`src/rtl/zero_cross_hyst.sv`:
```
// Zero-crossing detector with hysteresis band and dwell qualification.
// Watches a signed sample stream, emits one-cycle pulses on qualified
// neg->pos / pos->neg crossings and measures the sample count between
// successive positive crossings with a saturating counter.
module zero_cross_hyst #(
    parameter int W     = 16,
    parameter int DWELL = 2,
    parameter int CNT_W = 16
) (
    input  logic                clk,
    input  logic                clr_n,
    input  logic                en,
    input  logic signed [W-1:0] X,
    input  logic [W-2:0]        hyst,
    output logic                outP,
    output logic                outN,
    output logic                sign,
    output logic                sign_vld,
    output logic [CNT_W-1:0]    period,
    output logic                period_vld,
    output logic                period_sat
);

    localparam int                DW_W    = (DWELL < 2) ? 1 : $clog2(DWELL + 1);
    localparam logic [DW_W-1:0]   DWELL_V = DW_W'(DWELL);
    localparam logic [DW_W-1:0]   DW_ONE  = DW_W'(1);
    localparam logic [CNT_W-1:0]  CNT_MAX = '1;

    typedef enum logic [1:0] {INIT, POS, NEG} state_t;

    state_t            state, state_nxt;
    logic [DW_W-1:0]   dwell, dwell_nxt, dwell_inc;
    logic              side, side_nxt;
    logic [CNT_W-1:0]  cnt, cnt_nxt;
    logic              first_seen, first_seen_nxt;
    logic [CNT_W-1:0]  period_nxt;
    logic              period_sat_nxt;
    logic              outP_nxt, outN_nxt, period_vld_nxt;

    // Counter increment that sticks at all-ones instead of wrapping.
    function automatic logic [CNT_W-1:0] sat_inc(input logic [CNT_W-1:0] v);
        return (v == CNT_MAX) ? v : v + 1'b1;
    endfunction

    // Comparisons are done one bit wider so that -hyst is always representable.
    logic signed [W:0] x_ext, hyst_pos, hyst_neg;
    logic              above, below;

    assign x_ext     = {X[W-1], X};
    assign hyst_pos  = $signed({2'b00, hyst});
    assign hyst_neg  = -hyst_pos;
    assign above     = (x_ext > hyst_pos);
    assign below     = (x_ext < hyst_neg);
    assign dwell_inc = dwell + 1'b1;

    assign sign     = (state == POS);
    assign sign_vld = (state != INIT);

    // Next-state, dwell qualification, crossing pulses and period capture.
    always_comb begin
        state_nxt      = state;
        dwell_nxt      = dwell;
        side_nxt       = side;
        cnt_nxt        = cnt;
        first_seen_nxt = first_seen;
        period_nxt     = period;
        period_sat_nxt = period_sat;
        outP_nxt       = 1'b0;
        outN_nxt       = 1'b0;
        period_vld_nxt = 1'b0;

        if (en) begin
            cnt_nxt = sat_inc(cnt);

            case (state)
                INIT: begin
                    if (above || below) begin
                        // A side change before qualification restarts the run.
                        if ((dwell != '0) && (side == above)) dwell_nxt = dwell_inc;
                        else                                   dwell_nxt = DW_ONE;
                        side_nxt = above;
                    end else begin
                        dwell_nxt = '0;
                    end
                end
                POS:     dwell_nxt = below ? dwell_inc : '0;
                NEG:     dwell_nxt = above ? dwell_inc : '0;
                default: dwell_nxt = '0;
            endcase

            if (dwell_nxt == DWELL_V) begin
                dwell_nxt = '0;
                case (state)
                    INIT: state_nxt = above ? POS : NEG;
                    POS: begin
                        state_nxt = NEG;
                        outN_nxt  = 1'b1;
                    end
                    NEG: begin
                        state_nxt = POS;
                        outP_nxt  = 1'b1;
                        if (first_seen) begin
                            period_nxt     = sat_inc(cnt);
                            period_sat_nxt = (cnt == CNT_MAX);
                            period_vld_nxt = 1'b1;
                        end
                        cnt_nxt        = '0;
                        first_seen_nxt = 1'b1;
                    end
                    default: state_nxt = INIT;
                endcase
            end
        end
    end

    // Polarity state register.
    always_ff @(posedge clk or negedge clr_n) begin
        if (!clr_n) state <= INIT;
        else        state <= state_nxt;
    end

    // Dwell, period counter and registered outputs.
    always_ff @(posedge clk or negedge clr_n) begin
        if (!clr_n) begin
            dwell      <= '0;
            side       <= 1'b0;
            cnt        <= '0;
            first_seen <= 1'b0;
            period     <= '0;
            period_sat <= 1'b0;
            period_vld <= 1'b0;
            outP       <= 1'b0;
            outN       <= 1'b0;
        end else begin
            dwell      <= dwell_nxt;
            side       <= side_nxt;
            cnt        <= cnt_nxt;
            first_seen <= first_seen_nxt;
            period     <= period_nxt;
            period_sat <= period_sat_nxt;
            period_vld <= period_vld_nxt;
            outP       <= outP_nxt;
            outN       <= outN_nxt;
        end
    end

endmodule

```
`config.mk`:
```
export PLATFORM = sky130hd
export DESIGN_NAME = zero_cross_hyst
export DESIGN_NICKNAME = d
export VERILOG_FILES = /design/src/rtl/zero_cross_hyst.sv
export SDC_FILE = /design/constraint.sdc
export NUM_CORES = 1
export LEC_CHECK = 0
export ABC_AREA = 1
export BUFFER_PORTS_ARGS = -buffer_cell sky130_fd_sc_hd__buf_4
export CORE_MARGIN = 1.5
export CORE_UTILIZATION = 40
export DETAILED_ROUTE_END_ITERATION = 16
export SLEW_MARGIN = 20
export SYNTH_ARGS = -nofsm -noshare
export SYNTH_HDL_FRONTEND = slang
export SYNTH_SLANG_ARGS = --single-unit
```
`constraint.sdc`:
```
create_clock -name clk -period 3.5 [get_ports clk]
set_clock_uncertainty 0.2 [all_clocks]
set_input_delay 0.525 -clock clk [delete_from_list [all_inputs] [get_ports clk]]
set_output_delay 0.525 -clock clk [all_outputs]
set_load 0.1 [all_outputs]
```
; ---- Word level (Yosys, flattened, before mapping)
; Index checks and enable logic that the tools add are counted.
[word_totals]
in_bits = 34
out_inout_bits = 22
register_bits = 42
wordCells = 51
[op_classes]
n_mux = 22
order_cmp = 2
add_sub_neg = 3
n_eq_ne = 5
reduce_logical = 9
[op_table]
columns = cell, n
row1 = $mux 16, 3
row2 = $lt 16x17->1, 1
row3 = $neg 15->17, 1
row4 = $add 16x1->16 const B, 1
row5 = $eq 16x16->1 const B, 1
row6 = $gt 16x16->1, 1
row7 = $mux 2, 7
row8 = $pmux 2 s3, 2
row9 = $mux 1, 10
row10 = $reduce_and 3->1, 2
row11 = $eq 2x2->1 const B, 2
row12 = $reduce_and 4->1, 1
row13 = $reduce_bool 2->1, 2
row14 = $add 2x1->2 const B, 1
row15 = $eq 2x1->1 const B, 1
row16 = $logic_not 2->1, 1
row17 = $reduce_and 2->1, 1
row18 = $eq 1x1->1, 1
row19 = $logic_and 1x1->1, 1
row20 = $logic_or 1x1->1, 1

; ---- Logic depth before layout (Yosys ltp)
; Gate-level depths: netlist of run 1.
[logic_depth]
depth_word = 10
mapped_depth = 27
ltp_nobuf = 26

; ---- Worst setup path before layout of run 1
; OpenSTA, ideal clock, no wires.
[synth_path]
kind = in2reg
start = input hyst[1]
end = register period[10]
setup_slack_ns = -0.217
setup_time_ns = 0.122
path_buffers = 1
stages = 24
required_ns = 3.178
t_arrival_ns = 3.395
path_cell_list = inv_1 > ha_1 > nand3_1 > nor2_1 > nand2_1 > nor2_1 > nand3_1 > nor3_1 > nand3_1 > xor2_1 > ha_1 > nand2_1 > nor2_1 > and2_1 > nand3b_1 > nand4_1 > nand3_1 > nand3_1 > nand3_2 > nor2_4 > nand3_4 > buf_6 > nand2_1 > nand2_1
[synth_between]
elab_chain_cells = 9
elab_cells_between_ends = 14
cone_classes = 1 x add/sub / 2 x order compare / 2 x eq/ne / 6 x mux / 3 x reduce/logical
[synth_rtl]
columns = element, line
row1 = "start, declared", 14  ; input logic [W-2:0] hyst,
row2 = branches (longest 5 deep; another with $neg 15->17), -
row3 = $pmux 2 s3 (*), 75  ; case (state)
row4 = $mux 2 (*), 72  ; if (en) begin
row5 = $eq 2x2->1 (*), 91  ; if (dwell_nxt == DWELL_V) begin
row6 = $reduce_and 4->1 (no line) (*), -
row7 = "end signal, assigned", 139  ; period <= period_nxt;
row8 = "end, declared", 19  ; output logic [CNT_W-1:0] period,
; Every way passes the cells marked *. The select of a mux whose other input is x is not followed.
; A chain may end at the register's enable or synchronous reset.

; ---- Final worst setup path of run 1
[layout_path]
start = input hyst[2]
end = register period[11]
; Same word-level chain as after synthesis.

==> impl_metrics.yaml, run 1 <==
run_status:
  status: "complete, but fails checks"
  violations: "setup timing"
min_path:
  min_path_type: "input pin to asynchronous set/reset pin"
detailed_routing:
  routed_via_density: 4.896
  avgRoutedWirePerCell_um: 12.64
  wl_mm: 8.155
  via_count: 3158
  ant_nets: 0
  drc_errors: 0
  dr.pass1.iters: 4
  drt-initial-drc-count: 89
synth:
  syn_inst: 446
  ys_seq_area_share_pct: 32.33
  synth_cell_types: 31
  ys.flop_type: "dfrtp_1"
  synth_top_area_share_pct: 32.33
  synth_seq_cells: 42
  synth_area_leader_cell: "dfrtp_1"
  avgSynthCellArea_um2: 7.288
  synth_enable_flop_cells: 0
  synth_area_um2: 3251
  synthTopCellsByArea: "dfrtp_1, nand2_1, ha_1"
  syn_nets: 514
  ys_async_sr_fraction_pct: 100.0
  synth_warnings: 0
pwr:
  p_per_area_nw_per_um2: 360.7
  p_leak_nw: 2.422
  finalPower_w: 0.001589
  ir_worst_vdd_mv: 0.1639
finish:
  fin_cells: 645
  nets: 610
  layout-drive-gt1-share_pct: 27.81
  num-fill-cells: 715
  finish.instance_area_um2: 4405
  antenna_cells: 0
  area_growth_pct: 35.53
cts:
  numCtsBuffers: 5
  cts_tree: "yes"
  clk_pin_slew_ps: 80
  cts_max_path_buffers: 2
  cts_root_buf: "clkbuf_8"
  htreeDepth: 2
  cts_sinks: 42
  clk_latency_ps: 300
critical_path:
  crit_family: "simple AND/OR/NAND/NOR gates"
  critPathCaptureType: "flip-flop"
  cp_data_arrival_time_ps: 3600
  critPathMaxStageDelay_ps: 280
  required_ps: 3490
  startpoint_type: "input pin"
  path_class: "input pin to flip-flop"
  cp.depth: 22
  r2r_cells: 13
  worstPathMaxFanout: 5
  cp_cell_sequence: "buf_6, nor3_4, nand3_2, nor3_4, nand4_1, nor2_1, nand2_1, xor2_1, ha_1, nand2_1, nor2_2, and2_4, nand3b_1, nand4_1, nand2_2, o22ai_4, nand3_2, nor2_4, buf_6, nand3_4, nand2_2, nand2_1"
  cp_num_buf_inv: 2
  cpMostUsedCell: "nand2_1"
  reg2reg_slack_ps: 930
  critPathSlowestCell: "ha_1"
floorplan:
  rows: 32
  pin_count: 56
  die-width_um: 93.15
  die_h_um: 93.15
  design.core.area_um2: 7807
  start_util_pct: 41.63
  die_area_um2: 8676
sta:
  max_slew.worst_pin.slew_ps: 623.6
  slew_violations: 0
  rsz0062_at_grt: "yes"
  timing.fmax_ghz: 0.2767
  fin_ws_ps: -114.1
  finalCritPeriodShare_pct: 103.3
  finalSetupViolCount: 37
  finalCriticalPeriod_ps: 3614
  finalHoldViolCount: 0
  relSlewSlack_pct: 58.38
  finalSetupTns_ps: -2719
global_routing:
  grt-ovfl-total: 0
  grt_max_degree: 44
  grt_pass1_wl_mm: 13.92
  antenna_found_initial: 0
  grt_pass1_vias: 3025
  grt_usage_pct: 20.01
place:
  placed_area_um2: 3953
  placed_cells: 616
  dp_hpwl_mm: 6.006
  port_buffers: 55
  gp_congestion: 0.8458
flow_run:
  maxCapViolations: 0
## metrics by stage
step	util, %	hold WS (ps)	setup slack, ps
2_1_floorplan	-	29.41	-44.15
3_3_place_gp	50.63	246.2	-385.1
3_5_place_dp	50.63	255.7	-547.5
4_1_cts	54.34	11.47	-18.03
5_1_grt	56.43	56.72	-403.9
6_report	56.43	1.867	-114.1
## layout make-up
cell class,instances,area (um^2),area share [%]
timing repair buffer,97,780.7,17.72
clock buffer,7,76.32,1.732
tap,102,127.6,2.897
sequential,42,1051,23.86
inverter,56,235.2,5.339
multi-input combinational,340,2105,47.77
clock inverter,1,30.03,0.6816
## metal layers
metal | vias up | global-route usage [%] | part of all wire, %
li1 | 1647 | - | -
met2 | 38 | 32.54 | 48
met5 | - | 0 | 0
met4 | 0 | 4.672 | 0.74
met1 | 1466 | 28.01 | 49
met3 | 7 | 2.846 | 2.5
## power by group
group / switching (W) / leakage [nW] / internal, W
Combinational: 0.000401 / 1.80 / 0.000224
Sequential: 0.0000515 / 0.571 / 0.000533
Clock: 0.000166 / 0.0524 / 0.000214
Total: 0.000619 / 2.42 / 0.000970
## path summary, 6_finish.rpt
kind | start | to
worst max-delay path | hyst[2] | period[11]
worst min-delay path | clr_n | state[0]
worst max register to register | cnt[0] | period[5]
worst min register to register | first_seen | first_seen
max in group asynchronous | clr_n | first_seen
min in group clk | first_seen | first_seen
## repair_timing
action / in CTS / in global routing
setup endpoints to repair: 39 / 42
pin swaps: 6 / 12
hold buffers: 0 / 0
setup buffers: 11 / 7
cloned: 3 / 0
gates resized for setup: 17 / 31
## kinds of logic (layout without fill, tap and decap cells)
family	Yosys count	in the layout	synth area share, %
compound gates	25	25	4.542
fa+ha+maj	34	34	13.09
simple gates	254	257	34.68
flops	42	42	32.33
xor+xnor	24	24	6.466
buf+inv	67	161	8.891
## synth_stat cells, types with 4 or more instances
library cell / count
nand2_1: 144
inv_1: 56
dfrtp_1: 42
nand3_1: 35
ha_1: 34
nor2_1: 30
nand4_1: 23
xor2_1: 20
a21oi_1: 13
nor3_1: 10
clkbuf_1: 4
nand2_2: 4
xnor2_1: 4
## worst reg2reg max path, delay by kind of cell (launching register included)
kind	cells	cell delay, ps
DFF	1	420
and+or+nand+nor	11	1430
xor gates and xnor gates	1	260
adders and majority gates	1	190
## sequential cells by signal, indices dropped and copies added (netlist names)
signal and count:
side 1, period 16, state 2, period_vld 1, dwell 2, first_seen 1
cnt 16, outP 1, outN 1, period_sat 1
## placed cells by master (no fill, tap or decap), types with 2 or more instances in the layout
cell type  count
buf_6          4
nor3_2         3
clkbuf_8       5
nor2_1        28
nor3_1         5
a21oi_1       12
buf_4         90
ha_1          33
xor2_1        20
o21ai_0        2
xnor2_1        4
inv_1         53
buf_12         3
nand2_2       21
o22ai_1        2
nor3_4         3
clkbuf_1       2
a21o_1         2
nand4_1       23
nand3_1       31
nand2_1      127
dfrtp_1       42
nand3_2        6
nor2_2         2
nand3_4        4
Power figures use the tool's default switching activity.
==> inputs of run 2 (changes only) <==
--- a/config.mk
+++ b/config.mk
@@ -10,7 +10,9 @@
 export CORE_MARGIN = 1.5
 export CORE_UTILIZATION = 40
 export DETAILED_ROUTE_END_ITERATION = 16
+export PLACE_DENSITY = 0.57
 export SLEW_MARGIN = 20
 export SYNTH_ARGS = -nofsm -noshare
 export SYNTH_HDL_FRONTEND = slang
 export SYNTH_SLANG_ARGS = --single-unit
+export TNS_END_PERCENT = 5
==> run 2 against run 1 <==
The flow finishes with violations (hold timing, setup timing). Cell area fell by 1.1%. Clock power down 9.5%. Wire length grew 3.5%. First-iteration DRC count is 17% higher. Power shrank 2.9%. Setup slack better by 12 ps. Critical endpoint is now state[1].
==> impl_metrics.yaml, run 2 (synthesis results as in run 1) <==
critical_path:
  critPathSlowestCell: "ha_1"
  critPathMaxStageDelay_ps: 260
  startpoint_type: "input pin"
  cp_data_arrival_time_ps: 3620
  critPathCaptureType: "flip-flop"
  cp_num_buf_inv: 7
  cpMostUsedCell: "nand2_1"
  required_ps: 3510
  crit_family: "simple AND/OR/NAND/NOR gates"
  path_class: "input pin to flip-flop"
  worstPathMaxFanout: 7
pwr:
  combPwrFrac_pct: 40.0
  ir_worst_vdd_mv: 0.1677
  switchingPower_w: 0.0006495
  sw_frac_of_total_pct: 42.09
  p_per_area_nw_per_um2: 354.3
  p_leak_nw: 2.434
  p_int_w: 0.0008935
  clkPwrFrac_pct: 22.3
  power_frac_seq_pct: 37.8
sta:
  max_slew.worst_pin.slew_ps: 686.1
  finalCriticalPeriod_ps: 3602
  finalHoldViolCount: 20
  slew_violations: 0
  timing.fmax_ghz: 0.2776
  rsz0062_at_grt: "yes"
  finalCritPeriodShare_pct: 102.9
  relSlewSlack_pct: 54.21
  fin_ws_ps: -102.2
  worst_hold_slack_ps: -14.19
  finalSetupTns_ps: -2294
  finalSetupViolCount: 37
global_routing:
  grt_pass1_wl_mm: 14.33
  grt_usage_pct: 20.67
  grt_max_degree: 43
  grt-ovfl-total: 0
  grt_pass1_vias: 3099
  antenna_found_initial: 0
detailed_routing:
  dr.pass1.iters: 4
  drc_errors: 0
  via_count: 3145
  routed_via_density: 4.899
  drt-initial-drc-count: 104
  avgRoutedWirePerCell_um: 13.15
  ant_nets: 0
  wl_mm: 8.442
run_status:
  status: "complete, but fails checks"
  violations: "hold timing, setup timing"
floorplan:
  design.core.area_um2: 7807
  rows: 32
  start_util_pct: 41.63
  die_h_um: 93.15
  die-width_um: 93.15
  pin_count: 56
  die_area_um2: 8676
cts:
  cts_root_buf: "clkbuf_8"
  numCtsBuffers: 5
  htreeDepth: 2
  clk_pin_slew_ps: 100
  cts_max_path_buffers: 2
  cts_tree: "yes"
  cts_sinks: 42
  clk_latency_ps: 310
finish:
  fin_cells: 642
  finish.instance_area_um2: 4355
  area_growth_pct: 33.99
  final_common_cell: "nand2_1"
  antenna_cells: 0
  final_cell_mix: "nand2_1, buf_4, inv_1"
  num-fill-cells: 793
  largestRegisters: "cnt: 16 flops, period: 16 flops"
  multi_input_area_um2: 2088
  seqCellArea_um2: 1051
  layout-drive-gt1-share_pct: 26.11
  nets: 607
place:
  dp_hpwl_mm: 6.060
  placed_area_um2: 3910
  placed_cells: 616
  port_buffers: 55
  gp_congestion: 0.8754
min_path:
  min_path_type: "input pin to asynchronous set/reset pin"
flow_run:
  maxCapViolations: 0
## run 2: changes by cell type in the layout (fill, tap and decap cells not counted), moves of 2 or more
cell / previous run / this run
clkbuf_1: 2 / 0
buf_12: 3 / 1
nand2_4: 0 / 2
nand2_2: 21 / 7
buf_4: 90 / 88
nor2_1: 28 / 26
nand2_1: 127 / 139
## run 2: path summary, 6_finish.rpt
kind / startpoint / end / slack, ps / cells after the start
min in group clk: first_seen / first_seen / 280 / 2
hold / removal: clr_n / period[2] / -10 / 1
setup reg to reg: cnt[0] / period[7] / 920 / 13
max in group asynchronous: clr_n / cnt[15] / 2730 / 1
hold reg to reg: first_seen / first_seen / 280 / 2
setup / recovery: hyst[1] / state[1] / -100 / 29
## run 2: final cells by class
type | instances | area share, %
Inverter | 56 | 4.884
Clock buffer | 5 | 1.580
Multi-Input combinational cell | 339 | 47.95
Clock inverter | 3 | 0.5745
Tap cell | 102 | 2.930
Sequential cell | 42 | 24.13
Timing Repair Buffer | 95 | 17.95
## run 2: timing repair
action,in CTS,in global routing
pin swaps,30,22
buffers inserted,8,5
gates cloned,4,1
hold buffers,0,0
endpoints found under the setup margin,39,42
resized for setup,24,21
## run 2: power by group through the flow
stage               registers, W  clock network (W)  logic [W]
floorplan               0.000631                  0   0.000342
global placement        0.000589                  0   0.000543
detailed placement      0.000589                  0   0.000553
CTS                     0.000581           0.000352   0.000593
global route            0.000592           0.000373   0.000682
finish                  0.000583           0.000343   0.000617
## run 2: stage by stage
| stage | setup WS [ps] | total power, W | utilization, % |
|---|---|---|---|
| after floorplan | -140.9 | 0.0009736 | - |
| after global placement | -578.7 | 0.001132 | 50.08 |
| after detailed placement | -682.1 | 0.001142 | 50.08 |
| after CTS | -210.3 | 0.001526 | 53.88 |
| after global routing | -371.1 | 0.001647 | 55.79 |
| final | -102.2 | 0.001543 | 55.79 |
## run 2: layer usage
metal	share of wire, %	GRT usage, %	up-vias
li1	-	-	1633
met1	50	28.76	1472
met2	47	33.88	36
met3	2.5	3.008	4
met4	0.71	4.672	0
met5	0	0	-
==> inputs of run 3 (changes only) <==
--- a/config.mk
+++ b/config.mk
@@ -10,6 +10,7 @@
 export CORE_MARGIN = 1.5
 export CORE_UTILIZATION = 40
 export DETAILED_ROUTE_END_ITERATION = 16
+export MAX_ROUTING_LAYER = met4
 export PLACE_DENSITY = 0.57
 export SLEW_MARGIN = 20
 export SYNTH_ARGS = -nofsm -noshare
==> run 3 against run 2 <==
The run still ends with hold timing, setup timing left. Count of clock-buffer cells in the layout unchanged. Critical path depth unchanged. Sequential power about the same. Via count about the same. Cell count unchanged. Sequential cell count unchanged. First-iteration DRC count up 0.96%. Die area unchanged. Hold slack about the same. Wire length down 0.15%. Cell area about the same. Clock power about the same. Critical endpoint unchanged. Largest power group unchanged.
==> impl_metrics.yaml, run 3 (synthesis results as in run 1) <==
global_routing:
  antenna_found_initial: 0
  grt_max_degree: 43
  grt_pass1_wl_mm: 14.31
  grt_usage_pct: 21.23
  grt-ovfl-total: 0
  grt_pass1_vias: 3104
pwr:
  p_leak_nw: 2.434
  ir_worst_vdd_mv: 0.1644
  finalPower_w: 0.001541
  p_per_area_nw_per_um2: 354.0
sta:
  relSlewSlack_pct: 54.55
  timing.fmax_ghz: 0.2774
  slew_violations: 0
  rsz0062_at_grt: "yes"
  max_slew.worst_pin.slew_ps: 681.1
  finalCriticalPeriod_ps: 3605
  finalCritPeriodShare_pct: 103.0
  worst_hold_slack_ps: -14.07
  finalHoldViolCount: 15
  fin_ws_ps: -104.9
  finalSetupViolCount: 37
finish:
  final_cell_mix: "nand2_1, buf_4, inv_1"
  antenna_cells: 0
  num-fill-cells: 789
  final_common_cell: "nand2_1"
  layout-drive-gt1-share_pct: 25.93
  area_growth_pct: 33.91
  seqCellArea_um2: 1051
  nets: 607
  largestRegisters: "cnt: 16 flops, period: 16 flops"
  multi_input_area_um2: 2086
  fin_cells: 642
critical_path:
  path_class: "input pin to flip-flop"
  reg2reg_slack_ps: 920
  crit_path_start: "hyst[1]"
  cpMostUsedCell: "nand2_1"
  worstSetupEndpoint: "state[1]"
  critPathCaptureType: "flip-flop"
  startpoint_type: "input pin"
  cp_data_arrival_time_ps: 3620
  r2r_cells: 13
  worstPathMaxFanout: 7
  critPathMaxStageDelay_ps: 260
  required_ps: 3510
  reg2reg_to: "period[7]"
  critPathSlowestCell: "ha_1"
  r2r-start: "cnt[0]"
detailed_routing:
  avgRoutedWirePerCell_um: 13.13
  via_count: 3148
  wl_mm: 8.429
  drc_errors: 0
  dr.pass1.iters: 4
  ant_nets: 0
  routed_via_density: 4.903
  drt-initial-drc-count: 105
cts:
  cts_sinks: 42
  cts_root_buf: "clkbuf_8"
  htreeDepth: 2
  cts_max_path_buffers: 2
  clk_latency_ps: 310
  ctsHoldBuffers: 0
  numCtsBuffers: 5
  cts_tree: "yes"
  clk_pin_slew_ps: 100
place:
  dp_hpwl_mm: 6.060
  gp_congestion: 0.8898
  dpl_worst_slack_ps: -682.1
  placed_cells: 616
  port_buffers: 55
floorplan:
  design.core.area_um2: 7807
  die_area_um2: 8676
  rows: 32
  die-width_um: 93.15
  pin_count: 56
  die_h_um: 93.15
  start_util_pct: 41.63
min_path:
  min_path_type: "input pin to asynchronous set/reset pin"
run_status:
  violations: "hold timing, setup timing"
  status: "complete, but fails checks"
flow_run:
  maxCapViolations: 0
## run 3: changes by cell type in the layout (fill, tap and decap cells not counted)
cell	previous run	this run
nand2_1	139	140
nand2_2	7	6
## run 3: metrics by stage
stage               utilization [%]  instance area [um^2]  setup TNS, ps
finish                        55.75                  4353          -2218
global route                  55.75                  4353         -13300
CTS                           53.88                  4207          -6843
detailed placement            50.08                  3910         -23190
global placement              50.08                  3910         -19180
floorplan                         -                  3256          -2728
## run 3: routing by layer
metal	share of wire, %	up-vias	routed length [um]	track usage, %
met5	0	-	0	-
met4	0.72	0	61	4.672
met3	2.4	4	205	2.927
met2	47	38	3989	33.88
met1	50	1471	4173	28.76
li1	-	1635	-	-
## run 3: worst min-delay path by stage
stage / startpoint / end / slack [ps] / cells after the start
2_1_floorplan: clr_n / cnt[0] / 30 / 0
3_3_place_gp: first_seen / first_seen / 240 / 2
3_5_place_dp: period_sat / period_sat / 260 / 2
4_1_cts: clr_n / period[2] / 10 / 1
5_1_grt: clr_n / period[2] / 20 / 1
6_report: clr_n / period[2] / -10 / 1
## run 3: cell type report
cell class              instances  area share, %
repair buffers                 95          17.96
inverters                      56          4.886
well taps                     102          2.932
flip-flops and latches         42          24.14
multi-input cells             339          47.92
clock inverters                 3         0.5749
clock buffers                   5          1.581
## run 3: where the power goes
part / total (W) / leakage [nW] / switching (W) / internal [W]
combinational: 0.000617 / 1.82 / 0.000401 / 0.000216
sequential: 0.000583 / 0.571 / 0.0000498 / 0.000533
clock: 0.000341 / 0.0447 / 0.000197 / 0.000144
## run 3: timing repair
| action | CTS | global route |
|---|---|---|
| setup buffers | 8 | 5 |
| gates cloned | 4 | 1 |
| resized for setup | 24 | 20 |
| endpoints found under the setup margin | 39 | 42 |
| pin swaps | 30 | 22 |
## run 3: worst max-delay path: cells and delay by family
| family | cells | cell delay [ps] |
|---|---|---|
| XOR/XNOR | 1 | 140 |
| buffers and inverters | 7 | 690 |
| AND/OR/NAND/NOR | 16 | 1500 |
| AO/OA/AOI/OAI | 3 | 340 |
| adder cells (fa/ha/maj) | 2 | 410 |
